[config.mk]
export PLATFORM = sky130hd
export DESIGN_NAME = ram_32_to_16_responder
export DESIGN_NICKNAME = d
export VERILOG_FILES = /design/src/rtl/ram32_pkg.sv /design/src/rtl/ram_32_to_16_responder_ack_watchdog.sv /design/src/rtl/ram_32_to_16_responder.sv
export SDC_FILE = /design/constraint.sdc
export NUM_CORES = 1
export LEC_CHECK = 0
export BUFFER_PORTS_ARGS = -buffer_cell sky130_fd_sc_hd__buf_2
export CORE_MARGIN = 2
export CORE_UTILIZATION = 45
export DETAILED_ROUTE_END_ITERATION = 8
export GPL_ROUTABILITY_DRIVEN = 0
export PLACE_DENSITY = 0.69
export SYNTH_ARGS = -nofsm -noshare
export SYNTH_HDL_FRONTEND = slang
export SYNTH_SLANG_ARGS = --single-unit
[constraint.sdc]
create_clock -name clk_sys -period 6 [get_ports clk_sys]
set_clock_uncertainty 0.15 [all_clocks]
set_input_delay 0 -clock clk_sys [delete_from_list [all_inputs] [get_ports clk_sys]]
set_output_delay 0 -clock clk_sys [all_outputs]
set_load 0.03 [all_outputs]
[src/rtl/ram32_pkg.sv]
// Shared types and constants for the 32-bit word RAM responder and its watchdog.
package ram32_pkg;

  typedef enum logic [1:0] {
    ST_IDLE,
    ST_HI,
    ST_GAP,
    ST_LO
  } ram32_state_t;

  localparam logic [31:0]  RAM32_FILL_WORD       = 32'hDEAD_DEAD;
  localparam int unsigned  RAM32_DEFAULT_TIMEOUT = 255;

  // Halfword address of one half of a 32-bit word; the high half sits at the even address.
  function automatic logic [24:0] ram32_half_addr(input logic [23:0] word_idx,
                                                  input logic        lo_half);
    return {word_idx, lo_half};
  endfunction

endpackage

[src/rtl/ram_32_to_16_responder_ack_watchdog.sv]
// Loadable down-counter that flags a memory half-access that never gets its ack.
module ack_watchdog
  import ram32_pkg::*;
#(
  parameter int unsigned TIMEOUT_CYC = RAM32_DEFAULT_TIMEOUT
) (
  input  logic clk_sys,
  input  logic reset_l,
  input  logic load,
  input  logic run,
  output logic expired
);

  generate
    if (TIMEOUT_CYC == 0) begin : g_off
      assign expired = 1'b0;
    end else begin : g_on
      localparam int CW = $clog2(TIMEOUT_CYC + 1);
      localparam logic [CW-1:0] RELOAD = CW'(TIMEOUT_CYC);

      logic [CW-1:0] cnt;

      // NOTE: state registers use non-blocking assignments so every flop samples pre-edge values.
      always_ff @(posedge clk_sys or negedge reset_l) begin
        if (!reset_l) begin
          cnt <= '0;
        end else if (load) begin
          cnt <= RELOAD;
        end else if (run && cnt != '0) begin
          cnt <= cnt - 1'b1;
        end
      end

      // Fires on the waiting cycle whose decrement would bring the count to zero.
      assign expired = run && (cnt == CW'(1));
    end
  endgenerate

endmodule

[src/rtl/ram_32_to_16_responder.sv]
// Responder for the 32-bit word RAM interface: splits each word access into two
// sequential 16-bit req/ack accesses, high half first, with a per-half ack watchdog.
module ram_32_to_16_responder
  import ram32_pkg::*;
#(
  parameter int unsigned TIMEOUT_CYC = RAM32_DEFAULT_TIMEOUT,
  parameter logic [31:0] FILL_WORD   = RAM32_FILL_WORD
) (
  input  logic        clk_sys,
  input  logic        reset_l,
  input  logic        word_rd,
  input  logic        word_wr,
  input  logic [25:0] word_addr,
  input  logic [31:0] word_data,
  output logic [31:0] word_q,
  output logic        word_busy,
  output logic        mem_req,
  output logic        mem_we,
  output logic [24:0] mem_addr,
  output logic [15:0] mem_wdata,
  input  logic [15:0] mem_rdata,
  input  logic        mem_ack,
  output logic        err_timeout
);

  ram32_state_t state;
  logic         busy_reg;
  logic         is_wr;
  logic [23:0]  addr_lat;
  logic [15:0]  lo_data;
  logic [15:0]  hold;

  logic accept;
  logic wd_load;
  logic wd_run;
  logic wd_expired;
  logic addr_lsb_unused;

  // Requests are only taken in IDLE; pulses arriving mid-access are dropped.
  assign accept    = (state == ST_IDLE) && (word_rd || word_wr);
  assign word_busy = busy_reg | word_rd | word_wr;

  assign wd_load = accept || (state == ST_GAP);
  assign wd_run  = mem_req && !mem_ack;

  assign addr_lsb_unused = ^word_addr[1:0];

  ack_watchdog #(
    .TIMEOUT_CYC (TIMEOUT_CYC)
  ) u_watchdog (
    .clk_sys (clk_sys),
    .reset_l (reset_l),
    .load    (wd_load),
    .run     (wd_run),
    .expired (wd_expired)
  );

  always_ff @(posedge clk_sys or negedge reset_l) begin
    if (!reset_l) begin
      state       <= ST_IDLE;
      busy_reg    <= 1'b0;
      is_wr       <= 1'b0;
      addr_lat    <= '0;
      lo_data     <= '0;
      hold        <= '0;
      word_q      <= '0;
      mem_req     <= 1'b0;
      mem_we      <= 1'b0;
      mem_addr    <= '0;
      mem_wdata   <= '0;
      err_timeout <= 1'b0;
    end else begin
      case (state)
        ST_IDLE: begin
          if (accept) begin
            addr_lat  <= word_addr[25:2];
            lo_data   <= word_data[15:0];
            is_wr     <= word_wr;
            busy_reg  <= 1'b1;
            mem_req   <= 1'b1;
            mem_we    <= word_wr;
            mem_addr  <= ram32_half_addr(word_addr[25:2], 1'b0);
            mem_wdata <= word_data[31:16];
            state     <= ST_HI;
          end
        end

        ST_HI: begin
          if (mem_ack) begin
            if (!is_wr) begin
              hold <= mem_rdata;
            end
            mem_req <= 1'b0;
            state   <= ST_GAP;
          end else if (wd_expired) begin
            if (!is_wr) begin
              word_q <= FILL_WORD;
            end
            mem_req     <= 1'b0;
            err_timeout <= 1'b1;
            busy_reg    <= 1'b0;
            state       <= ST_IDLE;
          end
        end

        // One idle cycle on the memory port between the two halves.
        ST_GAP: begin
          mem_req   <= 1'b1;
          mem_addr  <= ram32_half_addr(addr_lat, 1'b1);
          mem_wdata <= lo_data;
          state     <= ST_LO;
        end

        ST_LO: begin
          if (mem_ack) begin
            if (!is_wr) begin
              word_q <= {hold, mem_rdata};
            end
            mem_req  <= 1'b0;
            busy_reg <= 1'b0;
            state    <= ST_IDLE;
          end else if (wd_expired) begin
            if (!is_wr) begin
              word_q <= FILL_WORD;
            end
            mem_req     <= 1'b0;
            err_timeout <= 1'b1;
            busy_reg    <= 1'b0;
            state       <= ST_IDLE;
          end
        end

        default: begin
          mem_req  <= 1'b0;
          busy_reg <= 1'b0;
          state    <= ST_IDLE;
        end
      endcase
    end
  end

endmodule

==> results of run 1 <==
==> how the worst max path moves through the flow <==
stage	slack [ns]	endpoint	from	cells past startpoint
floorplan	3.94	u_watchdog.g_on.cnt[7]	mem_req	4
global route	3.20	mem_addr[7]	state[1]	3
global placement	3.38	mem_addr[1]	state[1]	3
detailed placement	3.36	mem_wdata[6]	state[1]	3
CTS	3.35	mem_addr[23]	state[1]	3
finish	3.39	mem_wdata[5]	state[1]	3
==> cells in the final DEF, fill, tap and decap left out, drive strengths merged, types with 3 or more instances in the layout <==
cell type    count
clkbuf          21
a2bb2oi         10
xnor2            3
or3              4
buf            160
nor3             4
a21oi           24
nand2           15
dfrtp          143
o21ai           16
bufinv           6
o21a            22
nor2            29
o22ai           32
clkinv           4
dlygate4sd3     76
mux2            51
inv             25
a21o            40
a22o            41
nand3            4
==> what timing repair did <==
item | 4_1_cts | 5_1_grt
gates resized for setup | 0 | 0
hold buffers | 76 | 0
endpoints found under the hold margin | 187 | 0
==> cell families (layout without fill, tap and decap cells) <==
logic type	count (synthesis)	after routing
multiplexers	53	53
AO/OA/AOI/OAI	196	196
adder cells (fa/ha/maj)	2	2
AND/OR/NAND/NOR	66	66
flip-flops	143	143
XOR/XNOR	3	3
buffers and inverters	65	293
==> where the power goes <==
group | internal, mW | switching (mW)
combinational | 0.509 | 0.777
clock | 0.789 | 0.387
sequential | 1.31 | 0.206
total | 2.61 | 1.37
==> metrics by stage <==
| stage | cell area, um^2 | worst slack (ns) | cells | hold WS (ns) |
|---|---|---|---|---|
| floorplan | 6201 | 3.944 | 528 | -0.4456 |
| global placement | 7119 | 3.377 | 824 | -0.09359 |
| detailed placement | 7119 | 3.359 | 824 | -0.08681 |
| CTS | 8542 | 3.354 | 932 | 0.04960 |
| global route | 8542 | 3.195 | 932 | 0.09793 |
| finish | 8542 | 3.391 | 932 | 0.01018 |
==> critical path, cell delays in order, from the launching register on <==
cell and delay [ns]:
dfrtp_1 0.54, nor2b_4 1.00, nor2_4 0.47, a21o_1 0.31
==> routing by layer <==
layer	GRT usage [%]	vias to the layer above	wire [um]
met2	34.45	152	7404
met4	6.466	0	191
met1	27.13	2490	6536
met5	0	-	0
li1	-	2360	-
met3	7.284	16	1185
==> layout make-up <==
cell class                 count  area, um^2
inverter                      25       93.84
clock inverter                11       211.5
timing repair buffer         236        1585
multi-input combinational    320        2402
clock buffer                  21       450.4
fill                        1033        4806
sequential                   143        3578
tap                          176       220.2
==> impl_metrics.json, run 1 <==
{
  "grt_pass1_wl_um": 24940,
  "dr.first_iter.drc_count": 335,
  "yosys_warnings": 0,
  "htreeDepth": 4,
  "synthTopCellsByArea": "dfrtp_1, mux2_1, a22o_1, a21o_1, o22ai_1",
  "yosysTopAreaCellShare_pct": 57.71,
  "tns_ns": 0,
  "die_area_um2": 14730,
  "num_rows": 42,
  "fin_crit_ns": 2.609,
  "slew_violations": 0,
  "syn2layout_area_growth_pct": 37.75,
  "dp_hpwl_um": 8908,
  "ir_drop_uv": 340.2,
  "clkLatencyLatePin_ns": 0.41,
  "ys_seq_area_share_pct": 57.71,
  "floorplan.initialDensity_pct": 46.46,
  "post_cts_buffers": 0,
  "hold_viol_final": 0,
  "end_kind": "register",
  "drc_errors": 0,
  "drive_gt1_share_pct": 26.19,
  "slew_headroom_pct": 22.02,
  "synth_top_family_by_area": "compound AO/OA/AOI/OAI gates",
  "diodes": 0,
  "post-route-util_pct": 64.00,
  "ff2ff_path_depth": 3,
  "synth-simple-area-share_pct": 5.004,
  "grt_util_all_layers_pct": 21.30,
  "chipHeight_um": 121.4,
  "largest_reg_flops": 32,
  "synthMuxAreaShare_pct": 9.584,
  "synth_seq_cells": 143,
  "power_leakage_nw": 4.204,
  "synth_top_area_cell": "dfrtp_1",
  "crit_arrival_ns": 2.76,
  "cap_violations": 0,
  "path_clk_slew_ns": 0.06,
  "cts.path.max_buffers": 2,
  "grt_max_degree": 83,
  "cp_data_required_time_ns": 6.15,
  "io_pins": 156,
  "fp.dieW_um": 121.4,
  "synth-xor-area-share_pct": 0.4237,
  "hold_class": "in -> async",
  "via_per_inst": 5.384,
  "path_class": "reg -> reg",
  "coreArea_um2": 13350,
  "synth_edf_count": 0,
  "fmax_mhz": 383.3,
  "grt-ovfl-total": 0,
  "wl_um": 15320,
  "wl_per_cell_um": 16.44,
  "synth_area_um2": 6201,
  "async_reset_ff_share_pct": 100.0,
  "port_buffers": 153,
  "antenna_found_initial": 0,
  "rrSetupSlack_ns": 3.39,
  "synth_common_cells": "dfrtp_1, mux2_1, a22o_1",
  "cts_tree": "done",
  "drt_first_pass_iters": 4,
  "cts.sinks": 143,
  "r2r_end": "mem_wdata[5]",
  "largest_register": "word_q",
  "rsz0062_at_grt": "no",
  "synth_fa_ha_area_share_pct": 0.4036,
  "cp_max_fo": 49,
  "largestRegisters": "word_q x32, mem_addr x25, addr_lat x24",
  "nets": 824,
  "root_buffer": "clkbuf_16",
  "power.total_mw": 3.980,
  "finalCritPeriodShare_pct": 43.48,
  "reg2reg_from": "state[1]",
  "grt_pass1_vias": 5145,
  "cts_made_buffers": 17,
  "cp-start-kind": "register",
  "status": "finished clean",
  "netlist_instances": 528,
  "tightest_slew_ns": 1.167,
  "synth_area_per_cell_um2": 11.74,
  "syn-num-nets": 609,
  "num_vias": 5018,
  "ys_types": 42,
  "yosysMostFrequentCell": "dfrtp_1",
  "synth-compound-area-share_pct": 22.74,
  "synth_ff_type": "dfrtp_1",
  "powerDensity_nw_per_um2": 465.9,
  "finalSetupViolations": 0,
  "ant_nets": 0
}
Power figures use the tool's default switching activity.
==> run 2: changes to the inputs <==
PLACE_DENSITY = 0.72   (was 0.69)
clock period = 2.3 ns   (was 6 ns; I/O delays follow)
==> run 2 against run 1 <==
Net effect:
- final area rose by 0.64%
- global-route usage grew 1.5 points
- total power rose to 2.5 times the previous value
- clock power grew 120%
- sequential share of layout area fell by 0.27 points
- die area is the same
- utilization rose by 0.41 points
- largest cell class unchanged
- highest routed layer unchanged
==> impl_metrics.json, run 2 (same netlist as run 1, synthesis figures left out) <==
{
  "grt_util_all_layers_pct": 22.81,
  "cp_max_fo": 4,
  "syn2layout_area_growth_pct": 38.64,
  "drc_errors": 0,
  "status": "finished clean",
  "cts.sinks": 143,
  "clkLatencyLatePin_ns": 0.42,
  "pre_cts_ws_ns": 0.2899,
  "num_rows": 42,
  "ff_latch_area_um2": 3578,
  "dp_hpwl_um": 9558,
  "largest_reg_flops": 32,
  "powerDensity_nw_per_um2": 1167,
  "fin_crit_ns": 2.017,
  "wl_per_cell_um": 16.97,
  "cp_data_required_time_ns": 2.50,
  "switchingPower_mw": 3.619,
  "hold_ws_ns": 0.07279,
  "cp-start-kind": "register",
  "coreArea_um2": 13350,
  "crit_family": "simple AND/OR/NAND/NOR gates",
  "crit_buf_inv": 0,
  "combPwrFrac_pct": 33.9,
  "diodes": 0,
  "ant_nets": 0,
  "power.share.sequential_pct": 39.7,
  "slew_headroom_pct": 46.35,
  "chipHeight_um": 121.4,
  "cts_tree": "done",
  "nFillCells": 1021,
  "grt_max_degree": 89,
  "htreeDepth": 4,
  "post_cts_buffers": 0,
  "internal_power_mw": 6.417,
  "multi_input_area_um2": 2402,
  "final_common_cell": "buf_2",
  "largestRegisters": "word_q x32, mem_addr x25, addr_lat x24",
  "cap_violations": 0,
  "dr.first_iter.drc_count": 351,
  "path_class": "reg -> reg",
  "slew_violations": 0,
  "grt_pass1_wl_um": 26350,
  "cts.path.max_buffers": 2,
  "netSwitchingFraction_pct": 36.06,
  "finalCritPeriodShare_pct": 87.70,
  "fin_ws_ns": 0.2828,
  "power_frac_clock_pct": 26.4,
  "end_kind": "register",
  "via_per_inst": 5.415,
  "finalSetupViolations": 0,
  "num_vias": 5106,
  "power_leakage_nw": 4.229,
  "post-route-util_pct": 64.41,
  "placed_area_um2": 7244,
  "drt_first_pass_iters": 5,
  "crit_arrival_ns": 2.22,
  "power.total_mw": 10.04,
  "die_area_um2": 14730,
  "grt_pass1_vias": 5345,
  "wl_um": 16000,
  "ir_drop_uv": 820.7,
  "floorplan.initialDensity_pct": 46.46,
  "io_pins": 156,
  "dp_cells": 834,
  "antenna_found_initial": 0,
  "nets": 835,
  "final_cells": 943,
  "hold_viol_final": 0,
  "fp.dieW_um": 121.4,
  "cts_made_buffers": 17,
  "layout_common_cells": "buf_2, dfrtp_1, dlygate4sd3_1, mux2_1, a22o_1",
  "largest_register": "word_q",
  "grt-ovfl-total": 0,
  "worstPathCellList": "or4b_4 > or4_1 > or3_1 > nand3_1",
  "fmax_mhz": 495.7,
  "root_buffer": "clkbuf_16",
  "tightest_slew_ns": 0.8048,
  "path_clk_slew_ns": 0.06,
  "tns_ns": 0,
  "slowest_delay_ns": 0.57,
  "fin_area_um2": 8597,
  "drive_gt1_share_pct": 27.25,
  "rsz0062_at_grt": "no",
  "port_buffers": 153,
  "hold_class": "in -> async",
  "critPathSlowestCell": "or4b_4"
}
## run 2: cell type report
class	instances	area share, %
sequential	143	41.62
multi-input combinational	320	27.94
inverter	25	1.092
clock inverter	8	0.9315
tap	176	2.561
clock buffer	24	5.836
timing repair buffer	247	20.01
## run 2: power groups by stage
| stage | combinational [mW] | clock [mW] | sequential, mW |
|---|---|---|---|
| finish | 3.40 | 2.65 | 3.98 |
| global route | 3.69 | 2.84 | 4.09 |
| CTS | 3.40 | 2.71 | 3.96 |
| detailed placement | 3.28 | 0 | 3.99 |
| global placement | 3.18 | 0 | 3.92 |
| floorplan | 1.41 | 0 | 4.78 |
## run 2: timing repair
item / in CTS / in global routing
hold endpoints to repair: 204 / 0
resized for setup: 0 / 0
hold buffers: 77 / 0
## run 2: final timing paths
kind	startpoint	endpoint	slack (ns)	cells after the start
min reg2reg	mem_addr[8]	mem_addr[8]	0.32	1
max	u_watchdog.g_on.cnt[0]	u_watchdog.g_on.cnt[7]	0.28	4
min in group clk_sys	word_data[5]	lo_data[5]	0.18	3
max in group asynchronous	reset_l	mem_addr[24]	1.20	3
min	reset_l	word_q[13]	0.07	2
max reg2reg	u_watchdog.g_on.cnt[0]	u_watchdog.g_on.cnt[7]	0.28	4
## run 2: layer usage
metal | part of all wire, % | global-route usage (%)
met1 | 41 | 28.51
met2 | 51 | 38.38
met3 | 6.6 | 6.438
met4 | 1.3 | 7.256
met5 | 0 | 0
## run 2: worst register-to-register path: cells and delay by family (launching register included)
kind	cells	cell delay (ns)
flops	1	0.41
simple gates	4	1.39
